## config.mk

```make
export PLATFORM = sky130hd
export DESIGN_NAME = uart_rx_fifo
export DESIGN_NICKNAME = d
export VERILOG_FILES = /design/src/rtl/uart_rx_fifo.sv
export SDC_FILE = /design/constraint.sdc
export NUM_CORES = 1
export LEC_CHECK = 0
export ABC_AREA = 1
export BUFFER_PORTS_ARGS = -buffer_cell sky130_fd_sc_hd__buf_2
export CAP_MARGIN = 20
export CORE_MARGIN = 1
export CORE_UTILIZATION = 45
export DETAILED_ROUTE_END_ITERATION = 7
export PLACE_DENSITY_LB_ADDON = 0.15
export REMOVE_ABC_BUFFERS = 1
export SLEW_MARGIN = 10
export SYNTH_ARGS = -nofsm -noshare
export SYNTH_HDL_FRONTEND = slang
export SYNTH_SLANG_ARGS = --single-unit
```

## constraint.sdc

```tcl
create_clock -name clk -period 1.4 [get_ports clk]
set_input_delay 0.14 -clock clk [delete_from_list [all_inputs] [get_ports clk]]
set_output_delay 0.14 -clock clk [all_outputs]
set_load 0.01 [all_outputs]
```

## src/rtl/uart_rx_fifo.sv

```systemverilog
// uart_rx_fifo: 8N1 UART receiver feeding a byte FIFO; even parity added when UART_RX_PARITY_EN is defined.
// Latency: 2 clks from the stop-bit sample to data_valid; the FIFO does not fall through.
// Backpressure: rx cannot be stalled; a full FIFO without a same-cycle pop drops the byte and pulses overrun.

// uart_rx_fifo_buf: power-of-two FIFO with a registered head word.
// Latency: a push is visible at the head one clk after its write edge.
// Backpressure: push is refused when full unless a pop lands in the same clk; pop while empty is ignored.
module uart_rx_fifo_buf #(
  parameter int WIDTH = 8,
  parameter int DEPTH = 4,
  localparam int AW = $clog2(DEPTH),
  localparam int CW = $clog2(DEPTH) + 1
) (
  input  logic             clk,
  input  logic             reset,
  input  logic             push_vld,
  input  logic [WIDTH-1:0] push_dat,
  input  logic             pop_vld,
  output logic [WIDTH-1:0] head_dat,
  output logic [CW-1:0]    count,
  output logic             full
);
  localparam logic [AW-1:0] PTR_ONE = AW'(1);
  localparam logic [CW-1:0] CNT_ONE = CW'(1);

  logic [WIDTH-1:0] mem_q [DEPTH];
  logic [WIDTH-1:0] mem_d [DEPTH];
  logic [AW-1:0]    wr_ptr_q, wr_ptr_d;
  logic [AW-1:0]    rd_ptr_q, rd_ptr_d;
  logic [CW-1:0]    count_q, count_d;
  logic [WIDTH-1:0] head_q, head_d;
  logic             empty, do_push, do_pop;

  assign empty   = (count_q == '0);
  assign full    = (count_q == CW'(DEPTH));
  assign do_pop  = pop_vld && !empty;
  assign do_push = push_vld && (!full || do_pop);

  always_comb begin
    mem_d    = mem_q;
    wr_ptr_d = wr_ptr_q;
    rd_ptr_d = rd_ptr_q;
    count_d  = count_q;
    head_d   = head_q;
    if (do_push) begin
      mem_d[wr_ptr_q] = push_dat;
      wr_ptr_d        = wr_ptr_q + PTR_ONE;
    end
    if (do_pop) begin
      rd_ptr_d = rd_ptr_q + PTR_ONE;
    end
    case ({do_push, do_pop})
      2'b10:   count_d = count_q + CNT_ONE;
      2'b01:   count_d = count_q - CNT_ONE;
      default: count_d = count_q;
    endcase
    // The new head is the incoming byte only when the read pointer lands on the slot being written.
    if (do_push && (rd_ptr_d == wr_ptr_q)) begin
      head_d = push_dat;
    end else begin
      head_d = mem_q[rd_ptr_d];
    end
  end

  always_ff @(posedge clk or negedge reset) begin
    if (!reset) begin
      for (int i = 0; i < DEPTH; i++) begin
        mem_q[i] <= '0;
      end
      wr_ptr_q <= '0;
      rd_ptr_q <= '0;
      count_q  <= '0;
      head_q   <= '0;
    end else begin
      mem_q    <= mem_d;
      wr_ptr_q <= wr_ptr_d;
      rd_ptr_q <= rd_ptr_d;
      count_q  <= count_d;
      head_q   <= head_d;
    end
  end

  assign head_dat = head_q;
  assign count    = count_q;
endmodule

module uart_rx_fifo #(
  parameter int CLKS_PER_TICK = 326,
  parameter int FIFO_DEPTH    = 4,
  parameter int SYNC_STAGES   = 2,
  localparam int CW = $clog2(FIFO_DEPTH) + 1
) (
  input  logic          clk,
  input  logic          reset,
  input  logic          rx,
  output logic [7:0]    data_out,
  output logic          data_valid,
  input  logic          data_ready,
  output logic [CW-1:0] fifo_count,
  output logic          frame_err,
  output logic          overrun,
  output logic          busy,
  output logic [2:0]    rx_state
);
  localparam logic [2:0] S_IDLE    = 3'd0;
  localparam logic [2:0] S_START   = 3'd1;
  localparam logic [2:0] S_DATA    = 3'd2;
  localparam logic [2:0] S_PARITY  = 3'd3;
  localparam logic [2:0] S_STOP    = 3'd4;
  localparam logic [2:0] S_CLEANUP = 3'd5;

  localparam int DW = $clog2(CLKS_PER_TICK + 1);
  localparam logic [DW-1:0] DIV_LAST = DW'(CLKS_PER_TICK - 1);
  localparam logic [DW-1:0] DIV_ONE  = DW'(1);

  logic [SYNC_STAGES-1:0] sync_q, sync_d;
  logic [2:0]             state_q, state_d;
  logic [DW-1:0]          div_q, div_d;
  logic [3:0]             tick_cnt_q, tick_cnt_d;
  logic [2:0]             bit_idx_q, bit_idx_d;
  logic [7:0]             shift_q, shift_d;
  logic                   par_err_q, par_err_d;
  logic                   push_q, push_d;
  logic                   frame_err_q, frame_err_d;
  logic                   overrun_q, overrun_d;
  logic                   rx_s, tick, fifo_full;

  assign sync_d = {sync_q[SYNC_STAGES-2:0], rx};
  assign rx_s   = sync_q[SYNC_STAGES-1];
  assign tick   = (div_q == DIV_LAST);

  always_comb begin
    state_d     = state_q;
    div_d       = div_q;
    tick_cnt_d  = tick_cnt_q;
    bit_idx_d   = bit_idx_q;
    shift_d     = shift_q;
    par_err_d   = par_err_q;
    push_d      = 1'b0;
    frame_err_d = 1'b0;
    if (state_q != S_IDLE) begin
      div_d = tick ? '0 : div_q + DIV_ONE;
    end
    case (state_q)
      S_IDLE: begin
        div_d      = '0;
        tick_cnt_d = '0;
        bit_idx_d  = '0;
        par_err_d  = 1'b0;
        if (!rx_s) begin
          state_d = S_START;
        end
      end
      S_START: begin
        if (tick) begin
          if (tick_cnt_q == 4'd7) begin
            tick_cnt_d = '0;
            state_d    = rx_s ? S_IDLE : S_DATA;
          end else begin
            tick_cnt_d = tick_cnt_q + 4'd1;
          end
        end
      end
      S_DATA: begin
        if (tick) begin
          // 4-bit counter wraps 15 -> 0, aligning each following sample one bit period later.
          tick_cnt_d = tick_cnt_q + 4'd1;
          if (tick_cnt_q == 4'd15) begin
            shift_d   = {rx_s, shift_q[7:1]};
            bit_idx_d = bit_idx_q + 3'd1;
            if (bit_idx_q == 3'd7) begin
`ifdef UART_RX_PARITY_EN
              state_d = S_PARITY;
`else
              state_d = S_STOP;
`endif
            end
          end
        end
      end
`ifdef UART_RX_PARITY_EN
      S_PARITY: begin
        if (tick) begin
          tick_cnt_d = tick_cnt_q + 4'd1;
          if (tick_cnt_q == 4'd15) begin
            par_err_d = ^{rx_s, shift_q};
            state_d   = S_STOP;
          end
        end
      end
`else
      S_PARITY: state_d = S_IDLE;
`endif
      S_STOP: begin
        if (tick) begin
          tick_cnt_d = tick_cnt_q + 4'd1;
          if (tick_cnt_q == 4'd15) begin
            state_d = S_CLEANUP;
            if (rx_s && !par_err_q) begin
              push_d = 1'b1;
            end else begin
              frame_err_d = 1'b1;
            end
          end
        end
      end
      S_CLEANUP: state_d = S_IDLE;
      default:   state_d = S_IDLE;
    endcase
  end

  assign overrun_d = push_q && fifo_full && !(data_valid && data_ready);

  always_ff @(posedge clk or negedge reset) begin
    if (!reset) begin
      sync_q      <= '1;
      state_q     <= S_IDLE;
      div_q       <= '0;
      tick_cnt_q  <= '0;
      bit_idx_q   <= '0;
      shift_q     <= '0;
      par_err_q   <= 1'b0;
      push_q      <= 1'b0;
      frame_err_q <= 1'b0;
      overrun_q   <= 1'b0;
    end else begin
      sync_q      <= sync_d;
      state_q     <= state_d;
      div_q       <= div_d;
      tick_cnt_q  <= tick_cnt_d;
      bit_idx_q   <= bit_idx_d;
      shift_q     <= shift_d;
      par_err_q   <= par_err_d;
      push_q      <= push_d;
      frame_err_q <= frame_err_d;
      overrun_q   <= overrun_d;
    end
  end

  uart_rx_fifo_buf #(
    .WIDTH (8),
    .DEPTH (FIFO_DEPTH)
  ) u_fifo (
    .clk      (clk),
    .reset    (reset),
    .push_vld (push_q),
    .push_dat (shift_q),
    .pop_vld  (data_ready),
    .head_dat (data_out),
    .count    (fifo_count),
    .full     (fifo_full)
  );

  assign data_valid = (fifo_count != '0);
  assign frame_err  = frame_err_q;
  assign overrun    = overrun_q;
  assign busy       = (state_q != S_IDLE);
  assign rx_state   = state_q;
endmodule
```

# Yosys cells after proc, flatten, opt, wreduce, memory -nomap -nowiden
# Index checks and enable logic that the tools add are counted.
# totals
ff_bits	79
inputBits	4
output_inout_bits	18
wordCells	110
# classes
addsub	7
order_cmp	3
n_eq_ne	20
n_mux	37
n_bitwise	2
n_reduce_logical	24
# op_table
operator	n
$bwmux W32	1
$mux W8	4
$mux W3	10
$mux W9	3
$bmux W8 S2	1
$demux W8 S2	1
$ne A2 B2 Y1 const B	8
$mux W4	3
$pmux W3 S2	2
$pmux W3 S4	1
$pmux W4 S3	1
$add A9 B1 Y9 const B	1
$eq A3 B3 Y1 const B	3
$eq A9 B9 Y1 const B	1
$reduce_and A3 Y1	3
$reduce_bool A3 Y1	3
$mux W1	8
$reduce_and A8 Y1	1
$logic_and A1 B1 Y1	7
$add A3 B1 Y3 const B	2
$ge A3 B3 Y1 const B	2
$logic_not A3 Y1	2
$not A2 Y3	2
$reduce_bool A2 Y1	3
other kinds (16)	20

# Longest topological paths before layout
# Gate-level depths: netlist of run 1.
# depth
ltp_word	9
depth_mapped	11
depth_no_buf	10

# Cells and area by module
# A second synthesis of run 1 with hierarchy kept.
# hier_totals
hier_cells	484
hier_area_um2	4043.9
# by_module_without_submodules
mod	instances	cells_per_inst	area_each_um2	seq_area_each_um2
uart_rx_fifo_buf	1	298	2503.7	1176.1
uart_rx_fifo	1	186	1540.2	803.3

# Worst setup path before layout of run 1
# OpenSTA, ideal clock, no wires.
# synth_timing
path_type	register to register
startpoint	reg u_fifo.count_q[2], in the netlist u_fifo.count[2]
endpoint	reg u_fifo.count_q[2], in the netlist u_fifo.count[2]
setup_time_ns	0.113
t_arrival_ns	1.529
t_required_ns	1.287
slack_ns	-0.242
path_stages_with_launch	11
n_path_buf	0
synth_period_minus_slack_ns	1.642
path_cell_list	dfrtp_1 inv_1 nand2_4 nand3_1 fa_1 inv_1 nand3_1 o21ai_0 nand2_1 nand2_1 inv_1
# synth_via
elab_chain_cells	7
elab_cells_between_ends	13
cone_classes	add/sub (2); eq/ne (3); mux (1); reduce/logical (7)
# synth_lines
item	line	text
from (decl)	30	logic [CW-1:0] count_q, count_d;
from (signal assigned)	78	count_q <= count_d;
$logic_not A3 Y1	34	assign empty = (count_q == '0);
$logic_not A1 Y1	36	assign do_pop = pop_vld && !empty;
$logic_and A1 B1 Y1	36	
$logic_or A1 B1 Y1	37	assign do_push = push_vld && (!full || do_pop);
$logic_and A1 B1 Y1	37	
$eq A2 B1 Y1 / $eq A2 B2 Y1 (equally long branches)	52	case ({do_push, do_pop})
$pmux W3 S2 / $reduce_bool A2 Y1 (equally long branches)	--	
# Several ways; a longest one is shown, not always the timed one.
# A chain may end at the register's enable or synchronous reset.

# Worst setup path after layout of run 1
# layout_timing
startpoint	reg u_fifo.count_q[1], in the netlist u_fifo.count[1]
endpoint	reg u_fifo.head_q[4], in the netlist u_fifo.head_dat[4]
# layout_via
elab_chain_cells	9
elab_cells_between_ends	15
cone_classes	eq/ne (2); mux (5); bitwise (1); reduce/logical (7)
# layout_lines
item	line	text
$logic_not A3 Y1	34	
$logic_not A1 Y1	36	
$logic_and A1 B1 Y1	36	
$mux W2	49	if (do_pop) begin
$not A2 Y3 (implied by the code)	61	head_d = mem_q[rd_ptr_d];
$bmux W8 S2	61	
$mux W8 (implied by the code) (2 in a row)	61	
$mux W8 *	58	if (do_push && (rd_ptr_d == wr_ptr_q)) begin
via u_fifo.head_d[4]	31	logic [WIDTH-1:0] head_q, head_d;
to (signal assigned)	73	head_q <= '0;
to (signal assigned)	79	head_q <= head_d;
to (decl)	31	
# The timed path passes the listed nets; every way through them passes the cells marked *. The select of a mux whose other input is x is not followed.

==> reports/results.ini, run 1 <==
[status]
status = finished with violations
violations = negative setup slack

[global_route]
grt_pass1_vias = 3012
grt_antenna_before_repair = 0
grt_usage_pct = 21.1
grt_overflow = 0
grt_pass1_wl_microns = 14400
grt_max_degree = 36

[finish]
post-route-util_pct = 61.1
n_fill_cell = 724
register_area_sq_um = 1980
multi_input_area_sq_um = 1890
n_antenna_cell = 0
instances_no_fill = 648
final_common_cell = nand2_1
nets = 552
drive_above_1_share_pct = 34.1
syn_to_final_growth_pct = 30.1
mostFrequentLayoutCells = 92 x nand2_1, 77 x dfrtp_1, 62 x inv_1, 43 x nand3_1, 42 x buf_4

[setup_path]
cp.arrival_ps = 1810
regToRegSetupSlack_ps = -180
path_cells = nor2_4, nand2_4, buf_12, nand2_8, nand2_8, nand2_8, nand2_4, nand2_4, nand3_4, nand2_1, nand2_1
critPathRequiredTime_ps = 1630
rr_worst_depth = 11
crit_path_end_kind = register
r2r-start = u_fifo.count[1]
startpoint_type = register
crit_fanout = 8
crit_buf_inv = 1
r2r-end = u_fifo.head_dat[4]
crit_type = reg2reg
crit_family = simple AND/OR/NAND/NOR gates
cp_slowest_stage_delay_ps = 410
cp_slowest_cell = dfrtp_1
cp-startpoint = u_fifo.count[1]

[synthesis]
synthTopCellsByArea = dfrtp_1 49%, nand2_1 11%, nand3_1 6.4%
synth_top_area_cell = dfrtp_1
ys_seq_area_share_pct = 50.5
netlist.area_leader.share_pct = 49.2
synth.cell_area_sq_um = 3920
ys_warn_count = 0
synthCells = 460
synth_cell_types = 34
syn_area_per_cell_sq_um = 8.52
ys_ff_latch = 79

[route]
vias_per_cell = 4.98
routed_wl_microns = 8800
ant_nets = 0
drt_iter0_drc = 164
vias = 3229
first_pass_iters = 4
drc_errors = 0
detail_route.wl_per_cell_microns = 13.6

[pwr]
power_density_nw_per_um2 = 1300
clkPwrFrac_pct = 24.1
swShare_pct = 35.3
total_leakage_power_nw = 2.52
combPwrFrac_pct = 37.6
p_int_mw = 4.28
ir_drop_mv = 0.697
power.net_switching_mw = 2.34
power_frac_seq_pct = 38.3

[min_path]
min_from = data_ready
min_path_cells = 4
hold_class = in2reg
hold_path_end = overrun

[floorplan]
initial_core_util_pct = 47.0
rows = 33
die_w_microns = 95.3
dieHeight_microns = 95.3
io-pin-count = 22
dieArea_sq_um = 9090
core_sq_um = 8340

[timing]
fin_skew_ps = 11.5
finalCriticalPeriod_ps = 1580
finalMaxSlewViolations = 0
grt_setup_unrepaired = yes
final_hold_viol_count = 0
worst_slack_ps = -178
tightest_slew_ps = 486
finalSetupViolations = 39
fmax_mhz = 634
maxSlewHeadroom_pct = 67.6
timing.final.crit_share_pct = 113
hold_slack_ps = 207

[clocking]
clk_pin_slew_ps = 90
htree_levels = 3
clk_latency_ps = 350
cts_root_buf = clkbuf_8
clock-sinks = 79
cts_tree = built
ctsLongestPathBuffers = 2
cts_made_buffers = 9

[flow_run]
maxCapViolCount = 0

[placement]
dp_cells = 620
hpwl_microns = 5840
place_congestion = 0.755
port_buffers = 21

-- logic make-up after synthesis --
family / synth area share (%)
and+or+nand+nor: 28.2
buffers and inverters: 8.91
DFF: 50.5
AOI/OAI and AO/OA: 7.63
adders and majority gates: 3.38
xor gates and xnor gates: 1.34
-- power by group through the flow --
stage	Sequential [mW]	Clock [mW]	Combinational, mW
detailed placement	2.58	0	2.32
global placement	2.58	0	2.30
floorplan	2.67	0	1.19
finish	2.53	1.60	2.49
global route	2.56	1.73	2.76
CTS	2.53	1.62	2.39
-- Yosys cell counts (all sizes together) --
cell,n
clkbuf,1
a21oi,5
xnor2,1
o21ai,52
clkinv,1
o211ai,1
o22ai,1
buf,10
dfrtp,77
nand2,132
nor3,6
fa,1
dfstp,2
ha,9
nor2,21
nand4,9
inv,69
xor2,5
or2,1
nor3b,1
nand3,55
-- repair_timing --
action	CTS	global route
setup buffers	4	3
pin swaps	10	17
setup endpoints to repair	37	72
hold buffers	2	0
gates resized for setup	44	70
cloned	3	0
endpoints found under the hold margin	32	0
-- flip-flops by register name (all words and copies together), names as in the netlist --
signal and cells:
u_fifo.rd_ptr_q 2, shift_q 8, frame_err 1, sync_q 2, u_fifo.wr_ptr_q 2, push_q 1
rx_state 3, tick_cnt_q 4, u_fifo.count 3, div_q 9, overrun 1, bit_idx_q 3
u_fifo.mem_q 32, u_fifo.head_dat 8
-- stage by stage --
stage	instance area [sq um]	power [mW]	TNS, ps	setup slack, ps
floorplan	3840	3.86	-3600	-245
global placement	4480	4.87	-2370	-151
detailed placement	4480	4.90	-3580	-193
CTS	4850	6.55	-3060	-170
global route	5100	7.05	-8930	-293
finish	5100	6.62	-4070	-178
-- tightest hold or removal path, delay by kind of cell --
| kind | cells | cell delay (ps) |
|---|---|---|
| simple gates | 2 | 140 |
| buf+inv | 2 | 250 |
-- final cells by class --
| class | instances | share of cell area (%) |
|---|---|---|
| inverter | 70 | 5.37 |
| clock buffer | 11 | 2.97 |
| clock inverter | 5 | 0.613 |
| timing repair buffer | 78 | 12.7 |
| sequential | 79 | 38.8 |
| multi-input combinational | 300 | 37.0 |
| tap | 105 | 2.58 |
-- layer usage --
metal	GRT usage, %	share of wire, %	vias to the layer above
met3	3.59	3.1	13
met5	0	0	-
met2	34.2	48	59
met4	7.45	1.4	0
met1	28.4	47	1535
li1	-	-	1622
-- how the worst max path moves through the flow --
| stage | to | depth (start not counted) |
|---|---|---|
| after floorplan | u_fifo.count[2] | 10 |
| after global placement | u_fifo.head_dat[2] | 11 |
| after detailed placement | tick_cnt_q[3] | 10 |
| after CTS | u_fifo.count[2] | 10 |
| after global routing | u_fifo.head_dat[2] | 11 |
| final | u_fifo.head_dat[4] | 11 |
No activity file was read; power rests on OpenSTA's default activity.
==> run 2, diff against run 1 <==
--- a/config.mk
+++ b/config.mk
@@ -11,9 +11,10 @@
 export CORE_MARGIN = 1
 export CORE_UTILIZATION = 45
 export DETAILED_ROUTE_END_ITERATION = 7
+export GPL_TIMING_DRIVEN = 0
 export PLACE_DENSITY_LB_ADDON = 0.15
 export REMOVE_ABC_BUFFERS = 1
-export SLEW_MARGIN = 10
 export SYNTH_ARGS = -nofsm -noshare
 export SYNTH_HDL_FRONTEND = slang
+export SYNTH_HIERARCHICAL = 1
 export SYNTH_SLANG_ARGS = --single-unit
==> run 2 against run 1 <==
The run still ends with negative setup slack left. Worst setup slack improved by 7.5 ps. Via count increased by 11%. Count of clock-buffer cells in the layout increased by 2. Core utilization grew 4.3 points. Cell area rose by 12%. Synthesized cell count up 5.2%. Area after synthesis rose by 3.2%. Wire length increased by 27%. First-iteration DRC count up 3.0%. Sequential share of layout area is 4.1 points lower. Final cell count increased by 5.2%. Total power is 33% lower. Critical path type unchanged. Critical endpoint is now u_fifo/count[2].
==> reports/results.ini, run 2 <==
[timing]
worst_slack_ps = -171
finalCriticalPeriod_ps = 1570
fin_skew_ps = 13.3
finalMaxSlewViolations = 0
maxSlewHeadroom_pct = 68.0
tightest_slew_ps = 479
fmax_mhz = 637
final_hold_viol_count = 0
finalSetupViolations = 26
timing.final.crit_share_pct = 112
grt_setup_unrepaired = yes
setup_tns_ps = -2040

[finish]
drive_above_1_share_pct = 42.2
largest_reg_flops = 32
mostFrequentLayoutCells = 73 x dfrtp_1, 69 x nand2_1, 64 x inv_1, 50 x nand2_2, 43 x buf_4
largest-register = u_fifo/mem_q
reg_top3 = u_fifo/mem_q: 32 flops, div_q: 9 flops
final_common_cell = dfrtp_1
multi_input_area_sq_um = 2390
nets = 583
n_antenna_cell = 0
syn_to_final_growth_pct = 41.2
register_area_sq_um = 1980
n_fill_cell = 689
post-route-util_pct = 65.5

[floorplan]
initial_core_util_pct = 46.4
die_w_microns = 96.8
dieArea_sq_um = 9370
core_sq_um = 8720
io-pin-count = 22
dieHeight_microns = 96.8
rows = 34

[min_path]
hold_class = in2reg

[synthesis]
ys_dominant_reg_cell = dfrtp_1
synth_edf_count = 0
synth_top_area_cell = dfrtp_1
ys_seq_area_share_pct = 48.9
synthTopCellsByArea = dfrtp_1 48%, nand2_1 11%, inv_1 7.0%
synth_cell_types = 34
synth.most_common_cell = nand2_1
synth.cell_area_sq_um = 4040
ys_warn_count = 6
syn_area_per_cell_sq_um = 8.36
async_flop_share_pct = 100
netlist.area_leader.share_pct = 47.6
netlist_top_cells_count = 117 x nand2_1, 77 x dfrtp_1, 75 x inv_1
synthCells = 484
ys_ff_latch = 79

[setup_path]
crit_type = reg2reg
crit_path_end_kind = register
critPathRequiredTime_ps = 1650
startpoint_type = register
crit_fanout = 4
cp.arrival_ps = 1820
regToRegSetupSlack_ps = -170

[placement]
hpwl_microns = 5240
port_buffers = 21
place_congestion = 0.815

[route]
met2_length_microns = 5690
drc_errors = 0
vias_per_cell = 5.26
ant_nets = 0
wl_met1_microns = 4540
detail_route.wl_per_cell_microns = 16.3
routed_wl_microns = 11100
met3_length_microns = 578
first_pass_iters = 5
drt_iter0_drc = 169
top_layer = met4
vias = 3589

[flow_run]
maxCapViolCount = 0

[status]
violations = negative setup slack
status = finished with violations

[clocking]
cts_made_buffers = 9
cts_root_buf = clkbuf_8
cts_tree = built
clk_pin_slew_ps = 80
clock-sinks = 79
ctsLongestPathBuffers = 2
clk_latency_ps = 350
htree_levels = 3

[pwr]
ir_drop_mv = 0.575
power_density_nw_per_um2 = 776
total_leakage_power_nw = 2.56

[global_route]
grt_antenna_before_repair = 0
grt_pass1_wl_microns = 16100
grt_pass1_vias = 3355
grt_usage_pct = 21.3
grt_max_degree = 46
grt_overflow = 0

run 2: cell types whose count changed after synthesis, moves of 2 or more:
cell	previous run	this run
o21ai_0	38	13
nand2_1	115	117
o21ai_1	14	33
nand4_1	9	15
nor2_1	19	23
inv_1	66	75
nand2_2	6	18
nand2_4	9	4
run 2: layout make-up:
type | instances | share of cell area, %
Sequential cell | 79 | 34.8
Clock inverter | 3 | 1.58
Inverter | 78 | 5.63
Multi-Input combinational cell | 325 | 41.8
Tap cell | 108 | 2.37
Clock buffer | 13 | 2.61
Timing Repair Buffer | 76 | 11.3
run 2: where the power goes:
part,switching (mW),internal (mW)
Combinational,0.0562,0.0175
Clock,0.833,1.24
Sequential,0.00211,2.28
run 2: what timing repair did:
| item | 4_1_cts | 5_1_grt |
|---|---|---|
| gates cloned | 5 | 4 |
| buffers inserted | 30 | 22 |
| pin swaps | 23 | 26 |
| resized for setup | 56 | 130 |
| hold buffers | 2 | 0 |
| endpoints found under the hold margin | 33 | 0 |
| setup endpoints to repair | 69 | 68 |
run 2: cell families (layout without fill, tap and decap cells):
| group | Yosys count | in the layout | share of synthesized area [%] |
|---|---|---|---|
| AND/OR/NAND/NOR | 247 | 256 | 30.3 |
| buffers and inverters | 89 | 170 | 9.56 |
| flip-flops | 79 | 79 | 48.9 |
| AO/OA/AOI/OAI | 55 | 55 | 7.05 |
| adder cells (fa/ha/maj) | 10 | 10 | 3.28 |
| XOR/XNOR | 4 | 4 | 0.866 |
run 2: stage by stage:
stage	instance area (sq um)	setup WS, ps	power (mW)	instances	hold slack, ps
after floorplan	3950	-282	2.34	473	-156
after global placement	4190	-460	2.39	602	246
after detailed placement	4220	-488	2.40	603	139
after CTS	5010	-164	4.46	656	14.9
after global routing	5710	-263	4.55	682	87.1
final	5710	-171	4.43	682	63.7
run 2: layer usage:
layer  up-vias  track usage, %
met1      1712            28.2
met3        29            4.26
li1       1741               -
met5         -               0
met4         0            7.58
met2       107            34.9
run 2: path summary, 6_finish.rpt:
check                                 from            endpoint  depth (start not counted)
setup reg to reg           u_fifo/count[2]     u_fifo/count[2]                         10
hold / removal                  data_ready             overrun                          2
hold reg to reg                  sync_q[0]           sync_q[1]                          0
max in group asynchronous            reset    u_fifo/mem_q[19]                          3
setup / recovery           u_fifo/count[2]     u_fifo/count[2]                         10
min in group asynchronous            reset  u_fifo/wr_ptr_q[0]                          2
run 2: worst max-delay path, stage by stage (launching register included):
cell,delay [ps]
dfrtp_1,390
inv_2,70
nand2_4,140
nand2_8,80
nor2_4,120
inv_2,50
fa_2,330
inv_2,80
nand2_2,50
o211ai_1,70
nand2_1,70
==> run 3, diff against run 2 <==
--- a/config.mk
+++ b/config.mk
@@ -8,6 +8,7 @@
 export ABC_AREA = 1
 export BUFFER_PORTS_ARGS = -buffer_cell sky130_fd_sc_hd__buf_2
 export CAP_MARGIN = 20
+export CORE_ASPECT_RATIO = 2
 export CORE_MARGIN = 1
 export CORE_UTILIZATION = 45
 export DETAILED_ROUTE_END_ITERATION = 7
==> run 3 against run 2 <==
The flow still finishes with violations (negative setup slack). Global-route usage rose by 1.0 points. Sequential share of layout area rose by 2.0 points. Worst hold slack improved by 27 ps. Combinational power fell by 5.3%. Total power rose by 9.0%. Final cell count fell by 3.1%. Sequential power barely moved. Flip-flop and latch count did not move.
==> reports/results.ini, run 3 (synthesis results as in run 2) <==
[status]
status = finished with violations
violations = negative setup slack

[setup_path]
startpoint_type = register
crit_path_end_kind = register
critPathRequiredTime_ps = 1620
cp.arrival_ps = 1820
crit_fanout = 8
rr_worst_depth = 10
crit_type = reg2reg

[timing]
grt_setup_unrepaired = yes
finalMaxSlewViolations = 0
tightest_slew_ps = 507
hold_slack_ps = 91.1
timing.final.crit_share_pct = 114
fmax_mhz = 627
finalCriticalPeriod_ps = 1600
final_hold_viol_count = 0
finalSetupViolations = 17
maxSlewHeadroom_pct = 66.2
fin_skew_ps = 4.43
worst_slack_ps = -196

[global_route]
grt_max_degree = 43
grt_overflow = 0
grt_usage_pct = 22.4
grt_pass1_vias = 3378
grt_pass1_wl_microns = 16100
grt_antenna_before_repair = 0

[pwr]
p_int_mw = 3.86
combPwrFrac_pct = 1.4
ir_drop_mv = 0.731
clkPwrFrac_pct = 51.1
power.net_switching_uw = 973
total_leakage_power_nw = 2.50
power_frac_seq_pct = 47.4
swShare_pct = 20.1
power_density_nw_per_um2 = 895
p_total_mw = 4.83

[finish]
n_antenna_cell = 0
final_common_cell = nand2_1
nets = 570
syn_to_final_growth_pct = 33.5
largest_reg_flops = 32
mostFrequentLayoutCells = 100 x nand2_1, 72 x dfrtp_1, 62 x inv_1, 42 x nand3_1, 40 x o21ai_1
drive_above_1_share_pct = 33.0
reg_top3 = u_fifo/mem_q: 32 flops, div_q: 9 flops
post-route-util_pct = 62.4
largest-register = u_fifo/mem_q

[route]
ant_nets = 0
drc_errors = 0
met3_length_microns = 345
first_pass_iters = 4
routed_wl_microns = 10600
met2_length_microns = 6010
detail_route.wl_per_cell_microns = 16.0
vias_per_cell = 5.27
top_layer = met4
vias = 3483
drt_iter0_drc = 214
wl_met1_microns = 3680

[floorplan]
io-pin-count = 22
core_sq_um = 8650
dieHeight_microns = 136
initial_core_util_pct = 46.8
die_w_microns = 69.0
dieArea_sq_um = 9390
rows = 48

[clocking]
cts_tree = built
htree_levels = 3
cts_made_buffers = 9
clk_latency_ps = 340
cts_root_buf = clkbuf_16
ctsLongestPathBuffers = 2
clk_pin_slew_ps = 60
clock-sinks = 79

[flow_run]
maxCapViolCount = 0

[placement]
hpwl_microns = 6210
place_congestion = 0.792
port_buffers = 21
dpl_worst_slack_ps = -548

[min_path]
hold_class = in2reg
min_path_cells = 2

run 3: cell count changes in the layout (fill, tap and decap cells not counted), sizes merged:
cell / before / now
buf: 74 / 65
nand2: 148 / 144
clkinv: 1 / 2
clkinvlp: 1 / 3
clkbuf: 13 / 10
inv: 76 / 77
bufinv: 3 / 2
run 3: final cells by class:
class	count	area, sq um
sequential	79	1990
tap	100	125
inverter	78	317
fill	720	3250
clock inverter	6	85.1
timing repair buffer	67	553
clock buffer	10	229
multi-input combinational	321	2100
run 3: worst paths after layout:
check                                      from            endpoint  slack (ps)
worst max-delay path            u_fifo/count[1]  u_fifo/head_dat[4]        -200
worst min-delay path                 data_ready             overrun          90
worst max register to register  u_fifo/count[1]  u_fifo/head_dat[4]        -200
worst min register to register        sync_q[0]           sync_q[1]         360
max in group asynchronous                 reset           sync_q[1]         440
min in group asynchronous                 reset    u_fifo/mem_q[30]         310
run 3: repair_timing:
item                                   CTS  global route
pin swaps                               20            27
setup endpoints to repair               68            51
gates cloned                             5             0
resized for setup                       62            59
hold buffers                             2             0
buffers inserted                        26            17
endpoints found under the hold margin   38             0
run 3: worst max-delay path: stages (launching register included):
cell and delay (ps):
dfrtp_2 430, nor2_4 140, nand2_4 110, nand2_8 110, nand2_8 90, nand2_8 130, nand2_8 70, nand2_8 90
nand3_4 120, nand2_1 110, nand2_1 60
run 3: stage by stage:
step	instance area, sq um	TNS (ps)	instances
2_1_floorplan	3950	-3340	473
3_3_place_gp	4180	-47700	594
3_5_place_dp	4210	-16960	595
4_1_cts	5060	-1930	644
5_1_grt	5400	-3660	661
6_report	5400	-2060	661
run 3: routing by layer:
layer,vias up,track usage [%]
met2,102,41.7
met5,-,0
met3,35,3.34
li1,1692,-
met1,1654,22.8
met4,0,14.4
run 3: power by group through the flow:
stage               registers, mW  clock network [mW]  logic, mW
floorplan                    2.33                   0    0.00459
global placement             2.33                   0     0.0571
detailed placement           2.33                   0     0.0647
CTS                          2.29                2.52     0.0738
global route                 2.29                2.59     0.0809
finish                       2.29                2.47     0.0698
